==> src/rtl/doc_geom_pkg.sv <==
// Shared geometry, character codes and state types for the UART document loader.
package doc_geom_pkg;

  localparam int unsigned ROWS      = 15;
  localparam int unsigned COLS      = 20;
  localparam int unsigned ROW_W     = 4;
  localparam int unsigned COL_W     = 5;
  localparam int unsigned DOC_AW    = 9;
  localparam int unsigned CNT_W     = 9;
  localparam int unsigned MAX_CHARS = ROWS * COLS;

  localparam logic [7:0] ASCII_NL    = 8'h0A;
  localparam logic [7:0] ASCII_CR    = 8'h0D;
  localparam logic [7:0] ASCII_BS    = 8'h08;
  localparam logic [7:0] ASCII_SPACE = 8'h20;
  localparam logic [7:0] PRINT_LO    = 8'h20;
  localparam logic [7:0] PRINT_HI    = 8'h7E;

  typedef enum logic [2:0] {
    RX_IDLE,
    RX_START,
    RX_DATA,
    RX_STOP,
    RX_BREAK
  } rx_state_t;

  typedef enum logic {
    W_IDLE,
    W_REQ
  } wr_state_t;

  // Document address is the cursor itself: {row, col}
  typedef struct packed {
    logic [ROW_W-1:0] row;
    logic [COL_W-1:0] col;
  } cursor_t;

  function automatic logic is_printable(input logic [7:0] c);
    return (c >= PRINT_LO) && (c <= PRINT_HI);
  endfunction

  // Previous cell in row-major order; caller guarantees c is not (0,0)
  function automatic cursor_t cur_prev(input cursor_t c);
    cursor_t p;
    p = c;
    if (c.col == '0) begin
      p.row = c.row - 1'b1;
      p.col = COL_W'(COLS - 1);
    end else begin
      p.col = c.col - 1'b1;
    end
    return p;
  endfunction

endpackage

==> src/rtl/uart_rx_core.sv <==
// 8N1 UART receiver: input synchronizer, 16x oversample tick and framing FSM.
module uart_rx_core
  import doc_geom_pkg::*;
#(
  parameter int unsigned OVS_DIV = 651
) (
  input  logic       clk,
  input  logic       rst,
  input  logic       i_rx,
  output logic [7:0] o_data,
  output logic       o_byte_valid,
  output logic       o_frame_err_pulse
);

  localparam int unsigned OVS_W = (OVS_DIV > 1) ? $clog2(OVS_DIV) : 1;

  logic             r_rx_meta;
  logic             r_rx_sync;
  logic [OVS_W-1:0] r_ovs_cnt;
  logic             w_tick;

  rx_state_t  r_state,         w_state_nxt;
  logic [3:0] r_tick_cnt,      w_tick_cnt_nxt;
  logic [2:0] r_bit_idx,       w_bit_idx_nxt;
  logic [7:0] r_shift,         w_shift_nxt;
  logic       r_byte_valid,    w_byte_valid_nxt;
  logic       r_frame_err_pls, w_frame_err_pls_nxt;

  assign w_tick            = (r_ovs_cnt == OVS_W'(OVS_DIV - 1));
  assign o_data            = r_shift;
  assign o_byte_valid      = r_byte_valid;
  assign o_frame_err_pulse = r_frame_err_pls;

  // Two-flop synchronizer; resets to idle-high so reset never looks like a start bit
  always_ff @(posedge clk or posedge rst) begin
    if (rst) begin
      r_rx_meta <= 1'b1;
      r_rx_sync <= 1'b1;
    end else begin
      r_rx_meta <= i_rx;
      r_rx_sync <= r_rx_meta;
    end
  end

  // Free-running oversample divider
  always_ff @(posedge clk or posedge rst) begin
    if (rst) begin
      r_ovs_cnt <= '0;
    end else if (w_tick) begin
      r_ovs_cnt <= '0;
    end else begin
      r_ovs_cnt <= r_ovs_cnt + 1'b1;
    end
  end

  // RX state and datapath registers
  always_ff @(posedge clk or posedge rst) begin
    if (rst) begin
      r_state         <= RX_IDLE;
      r_tick_cnt      <= '0;
      r_bit_idx       <= '0;
      r_shift         <= '0;
      r_byte_valid    <= 1'b0;
      r_frame_err_pls <= 1'b0;
    end else begin
      r_state         <= w_state_nxt;
      r_tick_cnt      <= w_tick_cnt_nxt;
      r_bit_idx       <= w_bit_idx_nxt;
      r_shift         <= w_shift_nxt;
      r_byte_valid    <= w_byte_valid_nxt;
      r_frame_err_pls <= w_frame_err_pls_nxt;
    end
  end

  // Framing: start mid-bit check, 8 data samples LSB first, stop check
  always_comb begin
    w_state_nxt         = r_state;
    w_tick_cnt_nxt      = r_tick_cnt;
    w_bit_idx_nxt       = r_bit_idx;
    w_shift_nxt         = r_shift;
    w_byte_valid_nxt    = 1'b0;
    w_frame_err_pls_nxt = 1'b0;
    unique case (r_state)
      RX_IDLE: begin
        if (!r_rx_sync) begin
          w_state_nxt    = RX_START;
          w_tick_cnt_nxt = '0;
        end
      end
      RX_START: begin
        if (w_tick) begin
          if (r_tick_cnt == 4'd7) begin
            if (r_rx_sync) begin
              w_state_nxt = RX_IDLE;
            end else begin
              w_state_nxt    = RX_DATA;
              w_tick_cnt_nxt = '0;
              w_bit_idx_nxt  = '0;
            end
          end else begin
            w_tick_cnt_nxt = r_tick_cnt + 1'b1;
          end
        end
      end
      RX_DATA: begin
        if (w_tick) begin
          if (r_tick_cnt == 4'd15) begin
            w_shift_nxt    = {r_rx_sync, r_shift[7:1]};
            w_tick_cnt_nxt = '0;
            if (r_bit_idx == 3'd7) begin
              w_state_nxt = RX_STOP;
            end else begin
              w_bit_idx_nxt = r_bit_idx + 1'b1;
            end
          end else begin
            w_tick_cnt_nxt = r_tick_cnt + 1'b1;
          end
        end
      end
      RX_STOP: begin
        if (w_tick) begin
          if (r_tick_cnt == 4'd15) begin
            if (r_rx_sync) begin
              w_byte_valid_nxt = 1'b1;
              w_state_nxt      = RX_IDLE;
            end else begin
              w_frame_err_pls_nxt = 1'b1;
              w_state_nxt         = RX_BREAK;
            end
          end else begin
            w_tick_cnt_nxt = r_tick_cnt + 1'b1;
          end
        end
      end
      RX_BREAK: begin
        if (r_rx_sync) begin
          w_state_nxt = RX_IDLE;
        end
      end
      default: begin
        w_state_nxt = RX_IDLE;
      end
    endcase
  end

endmodule

==> src/rtl/uart_doc_loader.sv <==
// Places received UART characters into the document RAM through a req/ack write port.
module uart_doc_loader
  import doc_geom_pkg::*;
#(
  parameter int unsigned CLK_HZ = 100_000_000,
  parameter int unsigned BAUD   = 9600
) (
  input  logic              clk,
  input  logic              rst,
  input  logic              RsRx,
  input  logic              enable,
  input  logic              clear_pos,
  output logic [DOC_AW-1:0] doc_a,
  output logic [7:0]        doc_d,
  output logic              doc_req,
  input  logic              doc_ack,
  output logic              full,
  output logic              frame_err,
  output logic              overrun,
  output logic [CNT_W-1:0]  char_count
);

  localparam int unsigned OVS_DIV = CLK_HZ / (BAUD * 16);

  logic [7:0] w_rx_data;
  logic       w_byte_valid;
  logic       w_frame_err_pulse;

  wr_state_t        r_state,     w_state_nxt;
  cursor_t          r_cur,       w_cur_nxt;
  cursor_t          r_doc_a,     w_doc_a_nxt;
  logic [7:0]       r_doc_d,     w_doc_d_nxt;
  logic             r_doc_req,   w_doc_req_nxt;
  logic             r_is_bs,     w_is_bs_nxt;
  logic             r_full,      w_full_nxt;
  logic             r_frame_err, w_frame_err_nxt;
  logic             r_overrun,   w_overrun_nxt;
  logic [CNT_W-1:0] r_count,     w_count_nxt;

  uart_rx_core #(
    .OVS_DIV (OVS_DIV)
  ) u_rx (
    .clk               (clk),
    .rst               (rst),
    .i_rx              (RsRx),
    .o_data            (w_rx_data),
    .o_byte_valid      (w_byte_valid),
    .o_frame_err_pulse (w_frame_err_pulse)
  );

  assign doc_a      = r_doc_a;
  assign doc_d      = r_doc_d;
  assign doc_req    = r_doc_req;
  assign full       = r_full;
  assign frame_err  = r_frame_err;
  assign overrun    = r_overrun;
  assign char_count = r_count;

  // Writer state, cursor and flag registers
  always_ff @(posedge clk or posedge rst) begin
    if (rst) begin
      r_state     <= W_IDLE;
      r_cur       <= '0;
      r_doc_a     <= '0;
      r_doc_d     <= '0;
      r_doc_req   <= 1'b0;
      r_is_bs     <= 1'b0;
      r_full      <= 1'b0;
      r_frame_err <= 1'b0;
      r_overrun   <= 1'b0;
      r_count     <= '0;
    end else begin
      r_state     <= w_state_nxt;
      r_cur       <= w_cur_nxt;
      r_doc_a     <= w_doc_a_nxt;
      r_doc_d     <= w_doc_d_nxt;
      r_doc_req   <= w_doc_req_nxt;
      r_is_bs     <= w_is_bs_nxt;
      r_full      <= w_full_nxt;
      r_frame_err <= w_frame_err_nxt;
      r_overrun   <= w_overrun_nxt;
      r_count     <= w_count_nxt;
    end
  end

  // Byte decode, write handshake and cursor bookkeeping.
  // Backspace stays accepted while full so the last cells can still be erased;
  // the cursor is parked on the last cell once full.
  always_comb begin
    w_state_nxt     = r_state;
    w_cur_nxt       = r_cur;
    w_doc_a_nxt     = r_doc_a;
    w_doc_d_nxt     = r_doc_d;
    w_doc_req_nxt   = r_doc_req;
    w_is_bs_nxt     = r_is_bs;
    w_full_nxt      = r_full;
    w_frame_err_nxt = r_frame_err;
    w_overrun_nxt   = r_overrun;
    w_count_nxt     = r_count;

    unique case (r_state)
      W_IDLE: begin
        if (w_byte_valid && enable) begin
          if (is_printable(w_rx_data)) begin
            if (!r_full) begin
              w_state_nxt   = W_REQ;
              w_doc_req_nxt = 1'b1;
              w_doc_a_nxt   = r_cur;
              w_doc_d_nxt   = w_rx_data;
              w_is_bs_nxt   = 1'b0;
            end
          end else begin
            case (w_rx_data)
              ASCII_NL: begin
                if (!r_full) begin
                  if (r_cur.row == ROW_W'(ROWS - 1)) begin
                    w_full_nxt    = 1'b1;
                    w_cur_nxt.col = COL_W'(COLS - 1);
                  end else begin
                    w_cur_nxt.row = r_cur.row + 1'b1;
                    w_cur_nxt.col = '0;
                  end
                end
              end
              ASCII_BS: begin
                if (r_cur != '0) begin
                  w_state_nxt   = W_REQ;
                  w_doc_req_nxt = 1'b1;
                  w_doc_a_nxt   = cur_prev(r_cur);
                  w_doc_d_nxt   = ASCII_SPACE;
                  w_is_bs_nxt   = 1'b1;
                end
              end
              ASCII_CR: begin
              end
              default: begin
              end
            endcase
          end
        end
      end
      W_REQ: begin
        if (w_byte_valid) begin
          w_overrun_nxt = 1'b1;
        end
        if (doc_ack) begin
          w_state_nxt   = W_IDLE;
          w_doc_req_nxt = 1'b0;
          w_cur_nxt     = r_doc_a;
          if (r_is_bs) begin
            if (r_count != '0) begin
              w_count_nxt = r_count - 1'b1;
            end
          end else begin
            if (r_doc_a.col == COL_W'(COLS - 1)) begin
              if (r_doc_a.row == ROW_W'(ROWS - 1)) begin
                w_full_nxt = 1'b1;
              end else begin
                w_cur_nxt.row = r_doc_a.row + 1'b1;
                w_cur_nxt.col = '0;
              end
            end else begin
              w_cur_nxt.col = r_doc_a.col + 1'b1;
            end
            if (r_count != CNT_W'(MAX_CHARS)) begin
              w_count_nxt = r_count + 1'b1;
            end
          end
        end
      end
      default: begin
        w_state_nxt   = W_IDLE;
        w_doc_req_nxt = 1'b0;
      end
    endcase

    if (w_frame_err_pulse) begin
      w_frame_err_nxt = 1'b1;
    end

    // Cursor reset aborts any pending write and drops a same-cycle byte
    if (clear_pos) begin
      w_state_nxt     = W_IDLE;
      w_doc_req_nxt   = 1'b0;
      w_cur_nxt       = '0;
      w_full_nxt      = 1'b0;
      w_frame_err_nxt = 1'b0;
      w_overrun_nxt   = 1'b0;
      w_count_nxt     = '0;
    end
  end

endmodule

==> config.mk <==
export PLATFORM = sky130hd
export DESIGN_NAME = uart_doc_loader
export DESIGN_NICKNAME = d
export VERILOG_FILES = /design/src/rtl/doc_geom_pkg.sv /design/src/rtl/uart_rx_core.sv /design/src/rtl/uart_doc_loader.sv
export SDC_FILE = /design/constraint.sdc
export NUM_CORES = 1
export LEC_CHECK = 0
export CORE_ASPECT_RATIO = 2
export CORE_UTILIZATION = 53
export DETAILED_ROUTE_END_ITERATION = 8
export PLACE_DENSITY = 0.83
export SYNTH_ARGS = -nofsm -noshare
export SYNTH_HDL_FRONTEND = slang
export SYNTH_HIERARCHICAL = 1
export SYNTH_SLANG_ARGS = --single-unit
==> constraint.sdc <==
create_clock -name clk -period 2.05 [get_ports clk]
set_input_delay 0.615 -clock clk [delete_from_list [all_inputs] [get_ports clk]]
set_output_delay 0.615 -clock clk [all_outputs]
set_load 0.02 [all_outputs]
## Word-level counts from Yosys, hierarchy flattened

Index checks and enable logic that the tools add are counted.
W data, S select, Z words.

| operators by class | value |
|---|---|
| $add $sub $neg | 10 |
| multipliers | 0 |
| divide/modulo/power cells | 0 |
| $lt $le $gt $ge | 2 |
| equality and inequality tests | 40 |
| shifts and indexed selects | 0 |
| mux-type cells | 99 |
| bitwise gates (word level) | 1 |
| reductions and logical operators | 26 |

Operators with widths:

| cell | number |
|---|---|
| $mux W9 | 18 |
| $mux W3 | 16 |
| $mux W4 | 10 |
| $mux W1 | 39 |
| $mux W8 | 4 |
| $reduce_and A5 Y1 | 4 |
| $ne A3 B3 Y1 const B | 6 |
| $pmux W9 S2 | 1 |
| $reduce_bool A9 Y1 | 2 |
| $eq A8 B4 Y1 const B | 2 |
| $ne A2 B1 Y1 const B | 8 |
| $pmux W4 S4 | 1 |
| $mux W5 | 3 |
| $pmux W3 S5 | 1 |
| $reduce_and A7 Y1 | 2 |
| $reduce_bool A2 Y1 | 7 |
| $add A4 B1 Y4 const B | 3 |
| $eq A4 B4 Y1 const B | 3 |
| $ne A3 B2 Y1 const B | 4 |
| $add A10 B1 Y10 const B | 1 |
| $eq A10 B10 Y1 const B | 1 |
| $mux W10 | 1 |
| $ne A2 B2 Y1 const B | 5 |
| $add A9 B1 Y9 const B | 1 |
| other kinds (29) | 35 |

| storage, ports and cells | value |
|---|---|
| register bits | 73 |
| latch bits | 0 |
| bits in writable memories | 0 |
| memory bits (read-only) | 0 |
| input port bits | 6 |
| output and inout port bits | 30 |
| word-level logic and storage cells | 199 |
| memories | 0 |

## Longest topological paths before layout

| depth | value |
|---|---|
| depth after elaboration | 8 |
| mapped depth | 8 |
| gate-level depth less buffers | 7 |

## By module

Netlist, hierarchy kept.

Modules (own cells, without submodules):

| module | times used | cells an instance | area each (µm²) | sequential area each (µm²) |
|---|---|---|---|---|
| uart_doc_loader | 1 | 293 | 2,727.6 | 1,026.0 |
| uart_rx_core | 1 | 145 | 1,576.5 | 803.3 |

## Worst setup path before layout

Ideal clock, no wire load.

| timing path | value |
|---|---|
| kind | reg-to-reg |
| from | register r_count[0], in the netlist char_count[0] |
| to | register r_count[8], in the netlist char_count[8] |
| library setup time | 125 ps |
| arrival | 1,904 ps |
| data required time | 1,925 ps |
| slack | 21 ps |
| cell stages (with the launch flop) | 7 |
| path buffers | 0 |
| clock period less this slack | 2,029 ps |
| cell sequence | dfrtp_1 -> fa_1 -> a21oi_1 -> o2111ai_1 -> nand3_1 -> and3b_1 -> mux2_2 |

| on the way | value |
|---|---|
| longest elaborated chain between the ends | 6 |
| elaborated cells between the ends (all ways) | 13 |
| classes of those cells | 2 x add/sub; 2 x eq/ne; 6 x mux; 3 x reduce/logical |

Ends and longest elaborated chain:

| item | line | text |
|---|---|---|
| start: declaration | uart_doc_loader.sv:38 | `logic [CNT_W-1:0] r_count, w_count_nxt;` |
| start signal: assignment | uart_doc_loader.sv:82 | `r_count <= w_count_nxt;` |
| $add A9 B1 Y9 / $sub A9 B1 Y9 (equally long branches) | uart_doc_loader.sv:166, uart_doc_loader.sv:152 |  |
| $mux W9, on equally long branches | uart_doc_loader.sv:165, uart_doc_loader.sv:151 |  |
| $mux W9 | uart_doc_loader.sv:150 | `if (r_is_bs) begin` |
| $mux W9 | uart_doc_loader.sv:146 | `if (doc_ack) begin` |
| $mux W9 | uart_doc_loader.sv:101 | `unique case (r_state)` |
| $mux W9 | uart_doc_loader.sv:182 | `if (clear_pos) begin` |

Several ways; a longest one is shown, not always the timed one. The select of a mux whose other input is x is not followed.
A chain may end at the register's enable or synchronous reset.

## Worst setup path after layout

| timing path | value |
|---|---|
| from | register u_rx.r_ovs_cnt[0] |
| to | register u_rx.r_bit_idx[0] |

| on the way | value |
|---|---|
| longest elaborated chain between the ends | 3 |
| elaborated cells between the ends (all ways) | 4 |
| classes of those cells | 3 x eq/ne; 1 x reduce/logical |

Ends and longest elaborated chain:

| item | line | text |
|---|---|---|
| start: declaration | uart_rx_core.sv:19 | `logic [OVS_W-1:0] r_ovs_cnt;` |
| start signal: assignment | uart_rx_core.sv:52 | `r_ovs_cnt <= r_ovs_cnt + 1'b1;` |
| $eq A10 B10 Y1 * | uart_rx_core.sv:29 | `assign w_tick = (r_ovs_cnt == OVS_W'(OVS_DIV - 1));` |
| $ne A2 B1 Y1 (no line) | -- |  |
| $reduce_and A7 Y1 (no line) * | -- |  |
| end signal: assignment | uart_rx_core.sv:68 | `r_bit_idx <= w_bit_idx_nxt;` |
| end: declaration | uart_rx_core.sv:24 | `logic [2:0] r_bit_idx, w_bit_idx_nxt;` |

Mark *: on every way between the ends. The rest lies on a longest branch, timed or not.

==> impl_results.html <==
<table>
<tr><th>Metric</th><th>Value</th></tr>
<tr><th colspan="2">Run status</th></tr>
<tr><td>Status</td><td>finished, final reports clean</td></tr>
<tr><th colspan="2">STA</th></tr>
<tr><td>Final worst clock skew</td><td>approximately 7.8 ps</td></tr>
<tr><td>Final setup violation count</td><td>0</td></tr>
<tr><td>Number of slew-limit violations in the final report</td><td>0</td></tr>
<tr><td>Share of the cycle needed by the critical path after routing</td><td>about 100%</td></tr>
<tr><td>Setup repair after global routing missed its margin</td><td>yes</td></tr>
<tr><td>Actual slew at the worst max-slew pin</td><td>between 400 and 500 ps</td></tr>
<tr><td>Headroom to the max-slew limit</td><td>approximately 72%</td></tr>
<tr><td>Time the final worst path needs with I/O delays and setup</td><td>about 2000 ps</td></tr>
<tr><td>Final hold violation count</td><td>0</td></tr>
<tr><td>Fin Hold WS</td><td>360 ps</td></tr>
<tr><td>Max frequency</td><td>between 400 and 500 MHz</td></tr>
<tr><th colspan="2">Routing</th></tr>
<tr><td>Post-DRT Antenna Nets</td><td>0</td></tr>
<tr><td>Count of vias placed by the detailed router</td><td>between 4000 and 5000</td></tr>
<tr><td>Count of TritonRoute iterations in the first routing pass</td><td>5</td></tr>
<tr><td>Average wire per cell in the routed design</td><td>19.5 µm</td></tr>
<tr><td>Post-detailed-route via-to-cell ratio</td><td>~6.2</td></tr>
<tr><td>Residual DRC count</td><td>0</td></tr>
<tr><td>Post-detailed-routing wire length</td><td>about 13 mm</td></tr>
<tr><td>Number of DRC markers in iteration 0</td><td>between 300 and 400</td></tr>
<tr><th colspan="2">Cells and area</th></tr>
<tr><td>Final cell count without fillers</td><td>648</td></tr>
<tr><td>Final core utilization</td><td>74.2%</td></tr>
<tr><td>Layout cell share with drive strength beyond 1</td><td>29.2%</td></tr>
<tr><td>Net count reported at finish</td><td>574</td></tr>
<tr><td>Post-route cell area</td><td>just under 6000 µm²</td></tr>
<tr><td>Antenna diodes</td><td>0</td></tr>
<tr><td>Area overhead of the layout relative to synthesis</td><td>36.0%</td></tr>
<tr><td>Number of fill cells in the layout</td><td>around 470</td></tr>
<tr><td>Sequential cell area</td><td>around 1800 µm²</td></tr>
<tr><td>Combined area of the multi-input logic cells</td><td>between 2000 and 2500 µm²</td></tr>
<tr><th colspan="2">Pwr</th></tr>
<tr><td>Sequential fraction of design power</td><td>a little over two fifths</td></tr>
<tr><td>Power, Total</td><td>about 3.5 mW</td></tr>
<tr><td>Reported leakage power</td><td>approximately 2.9 nW</td></tr>
<tr><td>Power density over the cells</td><td>between 600 and 700 nW/µm²</td></tr>
<tr><td>Net switching power</td><td>847 µW</td></tr>
<tr><td>Logic pwr share</td><td>roughly 8.7%</td></tr>
<tr><td>Fraction of power spent switching nets</td><td>roughly a quarter</td></tr>
<tr><td>Largest voltage drop on the vdd net</td><td>~0.60 mV</td></tr>
<tr><td>Portion of total power attributed to the clock network</td><td>between 40% and 50%</td></tr>
<tr><td>Internal power of the cells</td><td>2.67 mW</td></tr>
<tr><th colspan="2">Yosys</th></tr>
<tr><td>Xor/xnor share of the synthesized area</td><td>under 10%</td></tr>
<tr><td>Netlist area before placement</td><td>roughly 4300 µm²</td></tr>
<tr><td>Post-synthesis area per instance</td><td>9.83 µm²</td></tr>
<tr><td>Proportion of register bits with asynchronous set or reset after synthesis</td><td>100%</td></tr>
<tr><td>Part of the Yosys area used for sequential elements</td><td>a little over two fifths</td></tr>
<tr><td>Count of warnings emitted by yosys</td><td>6</td></tr>
<tr><td>Adder-cell share of the synthesized area</td><td>around 6.3%</td></tr>
<tr><td>Flip-flop cell with the highest count after synthesis</td><td>dfrtp_1</td></tr>
<tr><td>Multiplexer area fraction after synthesis</td><td>10.3%</td></tr>
<tr><td>Count of flip-flops with a built-in enable after synthesis</td><td>0</td></tr>
<tr><td>Ranking of synthesized cells by instance count</td><td>dfrtp_1 (71), nor2_1 (45), nand2_1 (29)</td></tr>
<tr><td>Most frequently used cell type in the post-synthesis netlist</td><td>dfrtp_1</td></tr>
<tr><td>Leading area contributor after synthesis</td><td>dfrtp_1</td></tr>
<tr><td>Dominant combinational cell family by area after synthesis</td><td>simple AND/OR/NAND/NOR gates</td></tr>
<tr><td>Simple-Gate Fraction of Synth Area</td><td>roughly a fifth</td></tr>
<tr><td>Portion of synthesized cell area occupied by the leading cell type</td><td>about two fifths</td></tr>
<tr><td>Flip-flop and latch count after synthesis</td><td>between 70 and 80</td></tr>
<tr><td>Number of nets produced by synthesis</td><td>~470</td></tr>
<tr><td>Top cells by area, synth</td><td>dfrtp_1 (41%), mux2_2 (6.3%), ha_1 (5.8%)</td></tr>
<tr><td>Synth Area in Compound Gates</td><td>14.2%</td></tr>
<tr><td>Synthesized instance count</td><td>between 400 and 500</td></tr>
<tr><td>Number of distinct library cells after synthesis</td><td>67</td></tr>
<tr><th colspan="2">Min path</th></tr>
<tr><td>Hold endpoint</td><td>u_rx/r_rx_sync</td></tr>
<tr><td>Hold_sp</td><td>u_rx/r_rx_meta</td></tr>
<tr><td>Hold Crit Class</td><td>reg2reg</td></tr>
<tr><td>Min-Delay Path Depth</td><td>0</td></tr>
<tr><th colspan="2">Clocking</th></tr>
<tr><td>Number of clock sinks</td><td>between 70 and 80</td></tr>
<tr><td>H-tree depth</td><td>3</td></tr>
<tr><td>Clock root buffer</td><td>clkbuf_16</td></tr>
<tr><td>Clock buffers created by TritonCTS</td><td>9</td></tr>
<tr><td>Clk slew on worst S/H paths</td><td>~60 ps</td></tr>
<tr><td>CTS tree</td><td>built</td></tr>
<tr><td>Number of buffers on the longest clock path</td><td>2</td></tr>
<tr><td>Cts-stage hold buffer count</td><td>0</td></tr>
<tr><td>Clock network latency to the later pin of the worst-skew pair</td><td>340 ps</td></tr>
<tr><th colspan="2">Critical path</th></tr>
<tr><td>Cell-by-cell trace of the critical path</td><td>inv_2, ha_4, nand4b_1, nor4_2, buf_4, a22oi_2, or3_4, mux2_4</td></tr>
<tr><td>End of the worst register-to-register path</td><td>u_rx/r_bit_idx[0]</td></tr>
<tr><td>Data arrival time of the critical path</td><td>roughly 2300 ps</td></tr>
<tr><td>Kind of end point of the critical path</td><td>register</td></tr>
<tr><td>Critical path class</td><td>reg2reg</td></tr>
<tr><td>CP max-delay cell</td><td>or3_4</td></tr>
<tr><td>Required time of the worst setup path</td><td>approximately 2300 ps</td></tr>
<tr><td>Worst Reg-to-Reg Cells</td><td>8</td></tr>
<tr><td>Worst R2R Start</td><td>u_rx/r_ovs_cnt[0]</td></tr>
<tr><td>Highest net fanout along the worst path</td><td>2</td></tr>
<tr><td>Setup slack, reg-to-reg</td><td>approximately 5.3 ps</td></tr>
<tr><td>Startpoint kind of the worst setup timing path</td><td>register</td></tr>
<tr><td>Delay of the slowest cell on the worst path</td><td>~390 ps</td></tr>
<tr><th colspan="2">Global routing</th></tr>
<tr><td>Maximum number of pins on one net before global-route repair</td><td>42</td></tr>
<tr><td>Vias in the first global route</td><td>approximately 4000</td></tr>
<tr><td>Number of antenna violations at the first check in global routing</td><td>0</td></tr>
<tr><td>Wire length of the first global-routing pass</td><td>18.8 mm</td></tr>
<tr><td>Overflow after GRT</td><td>0</td></tr>
<tr><td>Global router's overall resource usage</td><td>between 20 and 30%</td></tr>
<tr><th colspan="2">Placed design</th></tr>
<tr><td>Port Buf Inserts</td><td>35</td></tr>
<tr><td>Placement Cell Area</td><td>around 5300 µm²</td></tr>
<tr><td>Hpwl dp</td><td>~8.4 mm</td></tr>
<tr><td>Routability congestion estimate</td><td>0.963</td></tr>
<tr><td>Number of instances in the placed design</td><td>between 600 and 700</td></tr>
<tr><th colspan="2">Die</th></tr>
<tr><td>Die height</td><td>~130 µm</td></tr>
<tr><td>Total Die Area</td><td>about 8500 µm²</td></tr>
<tr><td>Number of placement rows</td><td>46</td></tr>
<tr><td>Overall die width</td><td>between 60 and 70 µm</td></tr>
<tr><td>IO Count</td><td>36</td></tr>
<tr><td>Core region area</td><td>7890 µm²</td></tr>
<tr><td>Initial Utilization</td><td>54.6%</td></tr>
<tr><th colspan="2">Job</th></tr>
<tr><td>Number of max-capacitance violations reported</td><td>0</td></tr>
</table>
-- logic make-up after synthesis --
group | after synthesis
XOR/XNOR | 18
flip-flops | 73
multiplexers | 41
adder cells (fa/ha/maj) | 21
AO/OA/AOI/OAI | 89
buffers and inverters | 38
AND/OR/NAND/NOR | 158
-- critical path, delay by kind of cell (launching register included) --
family                     cells  cell delay (ps)
AOI/OAI and AO/OA              1               80
adders and majority gates      1              110
buffers and inverters          2              240
DFF                            1              380
muxes                          1              300
and+or+nand+nor                3              810
-- state kept, by name, summed over array words and instances (netlist names), 3 cells and up --
name	count
u_rx/r_bit_idx	3
u_rx/r_state	3
r_cur	9
char_count	9
doc_d	8
u_rx/r_ovs_cnt	10
u_rx/r_tick_cnt	4
doc_a	9
u_rx/o_data	8
-- stage by stage --
stage               worst slack, ps  TNS (ps)
floorplan                      21.3         0
global placement               -206     -1690
detailed placement             -239     -3340
CTS                            1.42         0
global route                  -52.9      -105
finish                         5.30         0
-- area by class of cell --
cell class	count	area share, %
Sequential cell	73	31.3
Clock buffer	10	3.91
Timing Repair Buffer	113	17.0
Tap cell	96	2.05
Clock inverter	6	1.56
Multi-Input combinational cell	327	42.7
Inverter	23	1.48
-- power by group through the flow --
stage,clock [mW],sequential [mW],combinational (mW)
after floorplan,0,1.51,0.172
after global placement,0,1.52,0.276
after detailed placement,0,1.53,0.289
after CTS,1.71,1.50,0.297
after global routing,1.77,1.51,0.330
final,1.71,1.50,0.305
-- how the worst max path moves through the flow --
| stage | startpoint | endpoint | cells past startpoint |
|---|---|---|---|
| final | u_rx/r_ovs_cnt[0] | u_rx/r_bit_idx[0] | 8 |
| after detailed placement | doc_ack | r_cur[8] | 5 |
| after floorplan | char_count[0] | char_count[8] | 6 |
| after CTS | r_is_bs | char_count[8] | 6 |
| after global routing | r_is_bs | char_count[8] | 7 |
| after global placement | clear_pos | r_cur[8] | 5 |
-- metal layers --
metal | global-route usage (%) | vias up | share of wire, %
met1 | 26.0 | 1978 | 32
met5 | 0 | - | 0
li1 | - | 1797 | -
met3 | 5.99 | 67 | 4.9
met2 | 56.8 | 186 | 56
met4 | 22.1 | 0 | 6.6
-- timing repair --
item,in CTS,in global routing
gates resized for setup,14,48
setup endpoints to repair,31,56
pin swaps,2,19
setup buffers,3,5
cloned,0,1
-- placed cells by master (no fill, tap or decap), types with 7 or more instances in the layout --
cell / count
clkdlybuf4s50_1: 24
dlymetal6s2s_1: 7
buf_4: 72
mux2_4: 7
mux2i_1: 15
inv_1: 22
ha_1: 17
nand3_1: 23
o21ai_0: 14
nand2_1: 29
nand2b_1: 7
mux2_2: 18
clkbuf_16: 9
dfrtp_1: 68
xnor2_1: 13
a21oi_1: 19
nor2_1: 43
(Power assumes the default switching activity.)
